--- src/rtl/dvv_cap_fifo_pkg.sv ---
// Shared defaults and helpers for the multi-channel capture FIFO.
package dvv_hw_pkg;

  localparam int CH_N_DEF   = 4;
  localparam int DW_DEF     = 32;
  localparam int DEPTH_DEF  = 16;
  localparam int TSW_DEF    = 16;
  localparam int DROP_CNT_W = 16;

  // Index width that stays at least one bit for single-entry sets.
  function automatic int clog2_min1(input int n);
    return (n <= 1) ? 1 : $clog2(n);
  endfunction

endpackage

--- src/rtl/dvv_cap_fifo_rr_arb.sv ---
// Round-robin arbiter: one-hot grant among requesters, searching from the pointer.
module dvv_rr_arb
  import dvv_hw_pkg::*;
#(
  parameter  int N  = 4,
  localparam int IW = clog2_min1(N)
) (
  input  logic          clk_i,
  input  logic          rst_i,
  input  logic [N-1:0]  req_i,
  input  logic          en_i,
  output logic [N-1:0]  gnt_o,
  output logic [IW-1:0] gnt_idx_o
);

  logic [IW-1:0] ptr_q, ptr_d;
  logic          found;
  logic [IW-1:0] idx;
  int            sum;
  int            nxt;

  always_comb begin
    gnt_o     = '0;
    gnt_idx_o = '0;
    found     = 1'b0;
    idx       = '0;
    sum       = 0;
    nxt       = 0;
    for (int i = 0; i < N; i++) begin
      sum = int'(ptr_q) + i;
      if (sum >= N) sum = sum - N;
      idx = IW'(sum);
      if (en_i && !found && req_i[idx]) begin
        found      = 1'b1;
        gnt_o[idx] = 1'b1;
        gnt_idx_o  = idx;
      end
    end
    // Pointer moves just past the winner so it becomes lowest priority next.
    nxt = int'(gnt_idx_o) + 1;
    if (nxt >= N) nxt = 0;
    ptr_d = found ? IW'(nxt) : ptr_q;
  end

  always_ff @(posedge clk_i) begin
    if (rst_i) ptr_q <= '0;
    else       ptr_q <= ptr_d;
  end

endmodule

--- src/rtl/dvv_cap_fifo.sv ---
// Multi-channel timestamped capture: per-channel holding registers merged
// round-robin into one show-ahead FIFO with drop counting and overflow flags.
module dvv_cap_fifo
  import dvv_hw_pkg::*;
#(
  parameter  int CH_N  = CH_N_DEF,
  parameter  int DW    = DW_DEF,
  parameter  int DEPTH = DEPTH_DEF,
  parameter  int TSW   = TSW_DEF,
  localparam int CW    = clog2_min1(CH_N),
  localparam int AW    = $clog2(DEPTH),
  localparam int LW    = AW + 1
) (
  input  logic                  clk_i,
  input  logic                  rst_i,
  input  logic                  en_i,
  input  logic                  clr_i,
  input  logic [CH_N-1:0]       ch_vld_i,
  input  logic [CH_N*DW-1:0]    ch_data_i,
  output logic                  rd_vld_o,
  input  logic                  rd_rdy_i,
  output logic [DW-1:0]         rd_data_o,
  output logic [CW-1:0]         rd_ch_o,
  output logic [TSW-1:0]        rd_ts_o,
  output logic [LW-1:0]         level_o,
  output logic [DROP_CNT_W-1:0] drop_cnt_o,
  output logic [CH_N-1:0]       ovf_mask_o
);

  localparam int EW = CW + TSW + DW;

  logic [TSW-1:0]        ts_q, ts_d;
  logic [CH_N-1:0]       hold_vld;
  logic [CH_N*DW-1:0]    hold_data;
  logic [CH_N*TSW-1:0]   hold_ts;
  logic [CH_N-1:0]       cap, drop, gnt;
  logic [CW-1:0]         gnt_idx;
  logic                  push, pop, can_acc;

  logic [EW-1:0]         mem [DEPTH];
  logic [EW-1:0]         wr_entry, head;
  logic [AW-1:0]         wr_ptr_q, wr_ptr_d, rd_ptr_q, rd_ptr_d;
  logic [LW-1:0]         level_q, level_d;

  logic [DROP_CNT_W-1:0] drop_cnt_q, drop_cnt_d;
  logic [DROP_CNT_W:0]   drop_sum;
  logic [CH_N-1:0]       ovf_q, ovf_d;
  int                    drop_n;

  assign ts_d = en_i ? ts_q + 1'b1 : ts_q;

  generate
    for (genvar gi = 0; gi < CH_N; gi++) begin : g_hold
      logic          vld_q;
      logic [DW-1:0] data_q;
      logic [TSW-1:0] ts_cap_q;

      // A granted register frees its slot this cycle, so it may reload at once.
      assign cap[gi]  = en_i & ch_vld_i[gi] & (~vld_q | gnt[gi]);
      assign drop[gi] = en_i & ch_vld_i[gi] & vld_q & ~gnt[gi];

      always_ff @(posedge clk_i) begin
        if (rst_i) begin
          vld_q    <= 1'b0;
          data_q   <= '0;
          ts_cap_q <= '0;
        end else if (cap[gi]) begin
          vld_q    <= 1'b1;
          data_q   <= ch_data_i[gi*DW +: DW];
          ts_cap_q <= ts_q;
        end else if (gnt[gi]) begin
          vld_q    <= 1'b0;
        end
      end

      assign hold_vld[gi]              = vld_q;
      assign hold_data[gi*DW +: DW]    = data_q;
      assign hold_ts[gi*TSW +: TSW]    = ts_cap_q;
    end
  endgenerate

  assign pop     = rd_vld_o & rd_rdy_i;
  assign can_acc = (level_q != LW'(DEPTH)) | pop;

  dvv_rr_arb #(.N(CH_N)) u_arb (
    .clk_i     (clk_i),
    .rst_i     (rst_i),
    .req_i     (hold_vld),
    .en_i      (can_acc),
    .gnt_o     (gnt),
    .gnt_idx_o (gnt_idx)
  );

  assign push     = |gnt;
  assign wr_entry = {gnt_idx, hold_ts[int'(gnt_idx)*TSW +: TSW], hold_data[int'(gnt_idx)*DW +: DW]};

  always_ff @(posedge clk_i) begin
    if (push) mem[wr_ptr_q] <= wr_entry;
  end

  always_comb begin
    wr_ptr_d = push ? wr_ptr_q + 1'b1 : wr_ptr_q;
    rd_ptr_d = pop  ? rd_ptr_q + 1'b1 : rd_ptr_q;
    level_d  = level_q;
    case ({push, pop})
      2'b10:   level_d = level_q + 1'b1;
      2'b01:   level_d = level_q - 1'b1;
      default: level_d = level_q;
    endcase
  end

  // Head is read straight from memory; gating keeps outputs quiet when empty.
  assign head      = mem[rd_ptr_q];
  assign rd_vld_o  = (level_q != '0);
  assign rd_data_o = rd_vld_o ? head[DW-1:0]        : '0;
  assign rd_ts_o   = rd_vld_o ? head[DW +: TSW]     : '0;
  assign rd_ch_o   = rd_vld_o ? head[DW+TSW +: CW]  : '0;
  assign level_o   = level_q;

  always_comb begin
    drop_n = 0;
    for (int i = 0; i < CH_N; i++) drop_n = drop_n + int'(drop[i]);
    drop_sum   = {1'b0, drop_cnt_q} + (DROP_CNT_W+1)'(drop_n);
    drop_cnt_d = drop_sum[DROP_CNT_W] ? '1 : drop_sum[DROP_CNT_W-1:0];
    if (clr_i) drop_cnt_d = '0;
    // A drop coinciding with clear still leaves its flag behind.
    ovf_d = (clr_i ? '0 : ovf_q) | drop;
  end

  assign drop_cnt_o = drop_cnt_q;
  assign ovf_mask_o = ovf_q;

  always_ff @(posedge clk_i) begin
    if (rst_i) begin
      ts_q       <= '0;
      wr_ptr_q   <= '0;
      rd_ptr_q   <= '0;
      level_q    <= '0;
      drop_cnt_q <= '0;
      ovf_q      <= '0;
    end else begin
      ts_q       <= ts_d;
      wr_ptr_q   <= wr_ptr_d;
      rd_ptr_q   <= rd_ptr_d;
      level_q    <= level_d;
      drop_cnt_q <= drop_cnt_d;
      ovf_q      <= ovf_d;
    end
  end

endmodule
--- config.mk ---
export PLATFORM = sky130hd
export DESIGN_NAME = dvv_cap_fifo
export DESIGN_NICKNAME = d
export VERILOG_FILES = /design/src/rtl/dvv_cap_fifo_pkg.sv /design/src/rtl/dvv_cap_fifo_rr_arb.sv /design/src/rtl/dvv_cap_fifo.sv
export SDC_FILE = /design/constraint.sdc
export NUM_CORES = 1
export LEC_CHECK = 0
export CORE_MARGIN = 2
export CORE_UTILIZATION = 54
export CTS_CLUSTER_SIZE = 24
export DETAILED_ROUTE_END_ITERATION = 6
export PLACE_DENSITY = 0.82
export SKIP_CTS_REPAIR_TIMING = 1
export SLEW_MARGIN = 20
export SYNTH_ARGS = -nofsm -noshare
export SYNTH_HDL_FRONTEND = slang
export SYNTH_SLANG_ARGS = --single-unit
--- constraint.sdc ---
create_clock -name clk_i -period 4.4 [get_ports clk_i]
set_input_delay 0.66 -clock clk_i [delete_from_list [all_inputs] [get_ports clk_i]]
set_output_delay 0.66 -clock clk_i [all_outputs]
set_load 0.01 [all_outputs]
# Word-level counts from Yosys, hierarchy flattened
# Memories as Yosys holds them, arrays and structs flattened. A register that Yosys moved wholly into a read port is not among the register bits.
# Cells that the tools add are included.
dict set report totals {
  regBits 247
  word_cells 162
  memories 1
  out_inout_bits 76
  ram_bits 800
  inputBits 137
}
dict set report classes {
  mux 51
  n_lt_le_gt_ge 13
  eq_ne 3
  n_reduce_logical 22
  n_shift 2
  add_sub_neg 17
  bitwise_logic 34
}
# memory words width rd rd_clocked_by_memory_dff write_ports line_no
set mem_list {}
lappend mem_list {mem 16 50 1 1 1 dvv_cap_fifo.sv:40} ;# logic [EW-1:0] mem [DEPTH];
# operator count
set ops {}
lappend ops {{$shiftx A128 B8 Y32} 1}
lappend ops {{$shiftx A64 B7 Y16} 1}
lappend ops {{$mux W16} 2}
lappend ops {{$mux W32} 1}
lappend ops {{$mux W4} 7}
lappend ops {{$mux W1} 22}
lappend ops {{$mux W2} 10}
lappend ops {{$add A16 B4 Y17} 1}
lappend ops {{$and A1 B1 Y1} 17}
lappend ops {{$add A16 B1 Y16 const B} 1}
lappend ops {{$or A4 B4 Y4} 4}
lappend ops {{$ge A3 B3 Y1 const B} 4}
lappend ops {{$lt A2 B3 Y1 const B} 4}
lappend ops {{$logic_and A1 B1 Y1} 11}
lappend ops {{$pmux W5 S2} 1}
lappend ops {{$reduce_bool A2 Y1} 5}
lappend ops {{$add A4 B1 Y4 const B} 2}
lappend ops {{$bmux W1 S2} 4}
lappend ops {{$demux W1 S2} 4}
lappend ops {{$ge A2 B1 Y1 const B} 4}
lappend ops {{$not A1 Y1} 8}
lappend ops {{$sub A2 B1 Y2 const B} 4}
lappend ops {{$add A2 B1 Y3 const B} 2}
lappend ops {{$add A2 B2 Y3 const B} 2}
lappend ops {{14 further kinds} 20}

# Logic depth before layout (Yosys ltp)
dict set report logic_depth {
  ltp_word 25
  mapped_depth 19
  ltp_nobuf 18
}

# Cells and area by module
# Synthesis repeated with hierarchy kept, for this count alone.
dict set report hier_totals {
  hier_cells 2533
  hier_area_um2 41354.7
}
# module instances cells_each seq_area_each_um2 area_per_inst_um2
set by_module_without_submodules {}
lappend by_module_without_submodules {dvv_cap_fifo 1 2463 29007.8 40739.1}
lappend by_module_without_submodules {dvv_rr_arb 1 70 40.0 615.6}

# Worst setup path before layout
# No wires, ideal clock.
dict set report synth_path {
  kind {reg-to-reg}
  start {reg with a tool-made name}
  end {reg drop_cnt_q[10], in the netlist drop_cnt_o[10]}
  arrival_ns 4.726
  required_ns 4.267
  setup_ns 0.133
  synth_period_minus_slack_ns 4.859
  path_buffers 2
  slack_ns -0.459
  stages_incl_launch_ff 20
  cell_sequence {dfxtp_1 inv_1 ha_1 mux2_2 a32o_1 a22oi_1 o2111a_1 clkbuf_1 and3_1 fa_1 inv_1 fa_1 inv_1 fa_1 and4_1 and3_1 nor2b_1 nand3_1 clkbuf_1 a21oi_1}
}
# item line_no
set synth_rtl {}
lappend synth_rtl {{to (signal assigned)} dvv_cap_fifo.sv:146} ;# drop_cnt_q <= drop_cnt_d;
lappend synth_rtl {{to (decl)} dvv_cap_fifo.sv:45} ;# logic [DROP_CNT_W-1:0] drop_cnt_q, drop_cnt_d;

==> results.txt <==
Final cycle utilization of the critical path - 95.6%
Tot GR Track Use - 26.7%
Core ar. - 79000 um^2
Cell Rows - 103
CP dominant cell by count - fa_1
Max frequency - 238 MHz
Synth Cell Area - 43200 um^2
Grt total ovfl - 0
Post-synth EDFFs - 800
Worst path max stage delay - 0.42 ns
Ports - 213
Via Count - 25400
DRT antenna net count - 0
Slowest-stage cell, CP - fa_1
Hold crit path type - input port to flip-flop
CP Data Required Time - 4.94 ns
CTS tree - built
CTS Buf Count - 102
Avg Inst Size Synth - 16.4 um^2
Global-route wire length before repair - 163000 um
Top cell type's share of synthesized area - 55.7%
Vert. Die Dim - 287 um
Hold WS - 0.422 ns
CTS clk-pin slew, worst paths - 0.06 ns
Synth Instances - 2625
Port-buffer cells - 212
Final Slew Violations - 0
Critical path arrival - 4.74 ns
Pwr dens - 580 nW/um^2
Vias in the first global route - 26100
First-pass DRT Iterations - 5
Clock latency on the worst-skew pair - 0.66 ns
Clk_skew - 0.0232 ns
Area of the multi-input gates - 13400 um^2
Die width - 287 um
Diodes inserted - 0
Placed inst area - 46900 um^2
Max Buffers Root-to-Sink - 3
Worst slew pin tran - 1.07 ns
Max VDD drop - 0.543 mV
Crit-path cells - inv_2 -> ha_4 -> mux2_2 -> a32o_2 -> a22oi_1 -> o2111a_2 -> and3_1 -> fa_1 -> inv_1 -> fa_1 -> inv_1 -> fa_1 -> and4_1 -> and3_1 -> nor2b_4 -> nand3_1 -> buf_6 -> a21oi_1
Final #Nets - 3001
Clock sink total - 1051
Final worst path period need - 4.21 ns
Wire per inst - 27.6 um
Largest net degree at the start of global routing - 136
Post-route cell area - 50500 um^2
Fillers - 5092
Leak - 16.9 nW
Remaining DRCs - 0
Ratio of cells with drive above 1 in the final layout - 20.5%
Netlist cell types - 63
Final wirelength - 110000 um
DR vias/cell - 6.40
Initial drt markers - 3354
Register bit count reported by yosys - 1051
Worst Hold Depth - 3
Max FO, Critical Path - 13
Setup violations, final - 0
Syn Nets - 2785
Sequential-to-total area share from yosys stat - 67.3%
Slew HR - 26.9%
Synth Warn # - 0
Crit start category - flip-flop
GPL Wtd Cong - 0.843
Reg2Reg Depth - 18
Final hold vios - 0
Starting density of the core - 54.6%
Synthesis-to-layout area growth - 17.0%
HPWL after detailed placement - 61200 um
CP Capture Type - flip-flop
Cell taking the most area after synthesis - edfxtp_1
Htree depth - 3
Leading post-synthesis cells by cell area - edfxtp_1, mux4_2, dfxtp_1
Area of the die - 82200 um^2
Reg area - 29100 um^2
CP Class - flip-flop to flip-flop
Initial antenna violation count - 0
Status - finished, final reports clean
Top FF cell, synth - edfxtp_1
Root Driver - clkbuf_16
Async SR Flop Fraction - 0%
Max-cap violation count - 0
-- Yosys cell counts, types with 16 or more instances --
| library cell | instances |
|---|---|
| clkbuf_1 | 133 |
| nand3_1 | 16 |
| and3_1 | 25 |
| o21ai_0 | 209 |
| xor2_1 | 21 |
| nand2b_1 | 131 |
| nand4_1 | 72 |
| mux2i_1 | 194 |
| a21oi_1 | 96 |
| and2_1 | 56 |
| buf_2 | 22 |
| o21ai_1 | 26 |
| ha_1 | 19 |
| dfxtp_1 | 251 |
| nor2_1 | 41 |
| edfxtp_1 | 800 |
| nand2_1 | 27 |
| buf_1 | 19 |
| mux4_2 | 253 |
| nor2b_1 | 96 |
-- through the flow --
stage          TNS, ns  power [mW]  instances  worst slack [ns]  util, %
4_1_cts              0        29.2       3978             0.103     63.7
3_3_place_gp    -0.153        20.0       3787           -0.0253     59.3
5_1_grt        -0.0158        30.2       3978          -0.00566     63.9
2_1_floorplan        0        17.2       2625            0.0166        -
3_5_place_dp     -1.18        20.3       3787            -0.123     59.3
6_report             0        29.3       3978             0.193     63.9
-- state kept, by name, summed over array words and instances (netlist names), named ones only --
register         flops
mem                800
g_hold.data_q      128
g_hold.ts_cap_q     64
drop_cnt_o          16
ts_q                16
level_o              5
g_hold.vld_q         4
ovf_mask_o           4
rd_ptr_q             4
wr_ptr_q             4
u_arb.ptr_q          1
-- worst max-delay path, delay by kind of cell (launching register included) --
kind                       cells  cell delay (ns)
DFF                            1             0.35
and+or+nand+nor                5             0.82
adders and majority gates      4             1.36
AOI/OAI and AO/OA              4             0.83
buffers and inverters          4             0.39
muxes                          1             0.35
-- cell families (layout without fill, tap and decap cells) --
logic type / Yosys count / count (layout) / synth area share [%]
compound gates: 361 / 361 / 4.50
xor+xnor: 32 / 32 / 0.649
fa+ha+maj: 23 / 23 / 0.736
buf+inv: 206 / 509 / 2.11
flops: 1051 / 1051 / 67.3
mux: 449 / 449 / 17.8
simple gates: 503 / 503 / 6.93
-- power by group --
part	leakage [nW]	switching, mW	internal (mW)	total [mW]
combinational	5.54	4.36	3.76	8.12
sequential	9.69	0.337	11.9	12.2
clock	1.69	3.71	5.24	8.95
-- cell usage in the layout (no fill, tap or decap), types with 7 or more instances in the layout --
master and instances:
nor3_1 8, nor2b_1 94, nand2b_1 130, dfxtp_1 244
clkbuf_1 22, buf_4 60, and3_1 9, and2_1 56
buf_12 29, mux2i_1 152, xnor2_1 11, inv_1 12
clkdlybuf4s50_1 210, and3_2 16, clkbuf_8 12, mux4_2 253
nand2_1 27, or2_2 7, nand4_1 72, nor2_1 41
o21ai_0 209, clkinv_2 13, mux2i_2 42, bufinv_16 11
clkbuf_16 105, clkinv_1 12, xor2_1 21, nand3_1 16
edfxtp_1 800, o21ai_1 26, ha_1 18, a21oi_1 95
-- cell type report --
type	count	area share, %
clock buffer	142	5.72
timing repair buffer	303	6.29
clock inverter	49	1.12
multi-input combinational	1368	26.6
inverter	15	0.111
tap	1050	2.60
sequential	1051	57.6
-- path summary, 6_finish.rpt --
kind / start / endpoint / slack (ns)
setup / recovery: flip-flop / drop_cnt_o[0] / 0.19
hold / removal: en_i / g_hold[2].vld_q / 0.42
setup reg to reg: flip-flop / drop_cnt_o[0] / 0.19
hold reg to reg: g_hold[0].data_q[30] / g_hold[0].data_q[30] / 0.47
-- layer usage --
| layer | share of wire [%] | GRT usage, % | up-vias | routed length (um) |
|---|---|---|---|---|
| met4 | 3.0 | 8.93 | 0 | 3280 |
| met2 | 50 | 44.4 | 1621 | 54700 |
| met5 | 0 | 0 | - | 0 |
| met1 | 37 | 36.2 | 12900 | 41000 |
| li1 | - | - | 10700 | - |
| met3 | 9.9 | 4.36 | 245 | 10800 |
No activity file was read; power rests on OpenSTA's default activity.
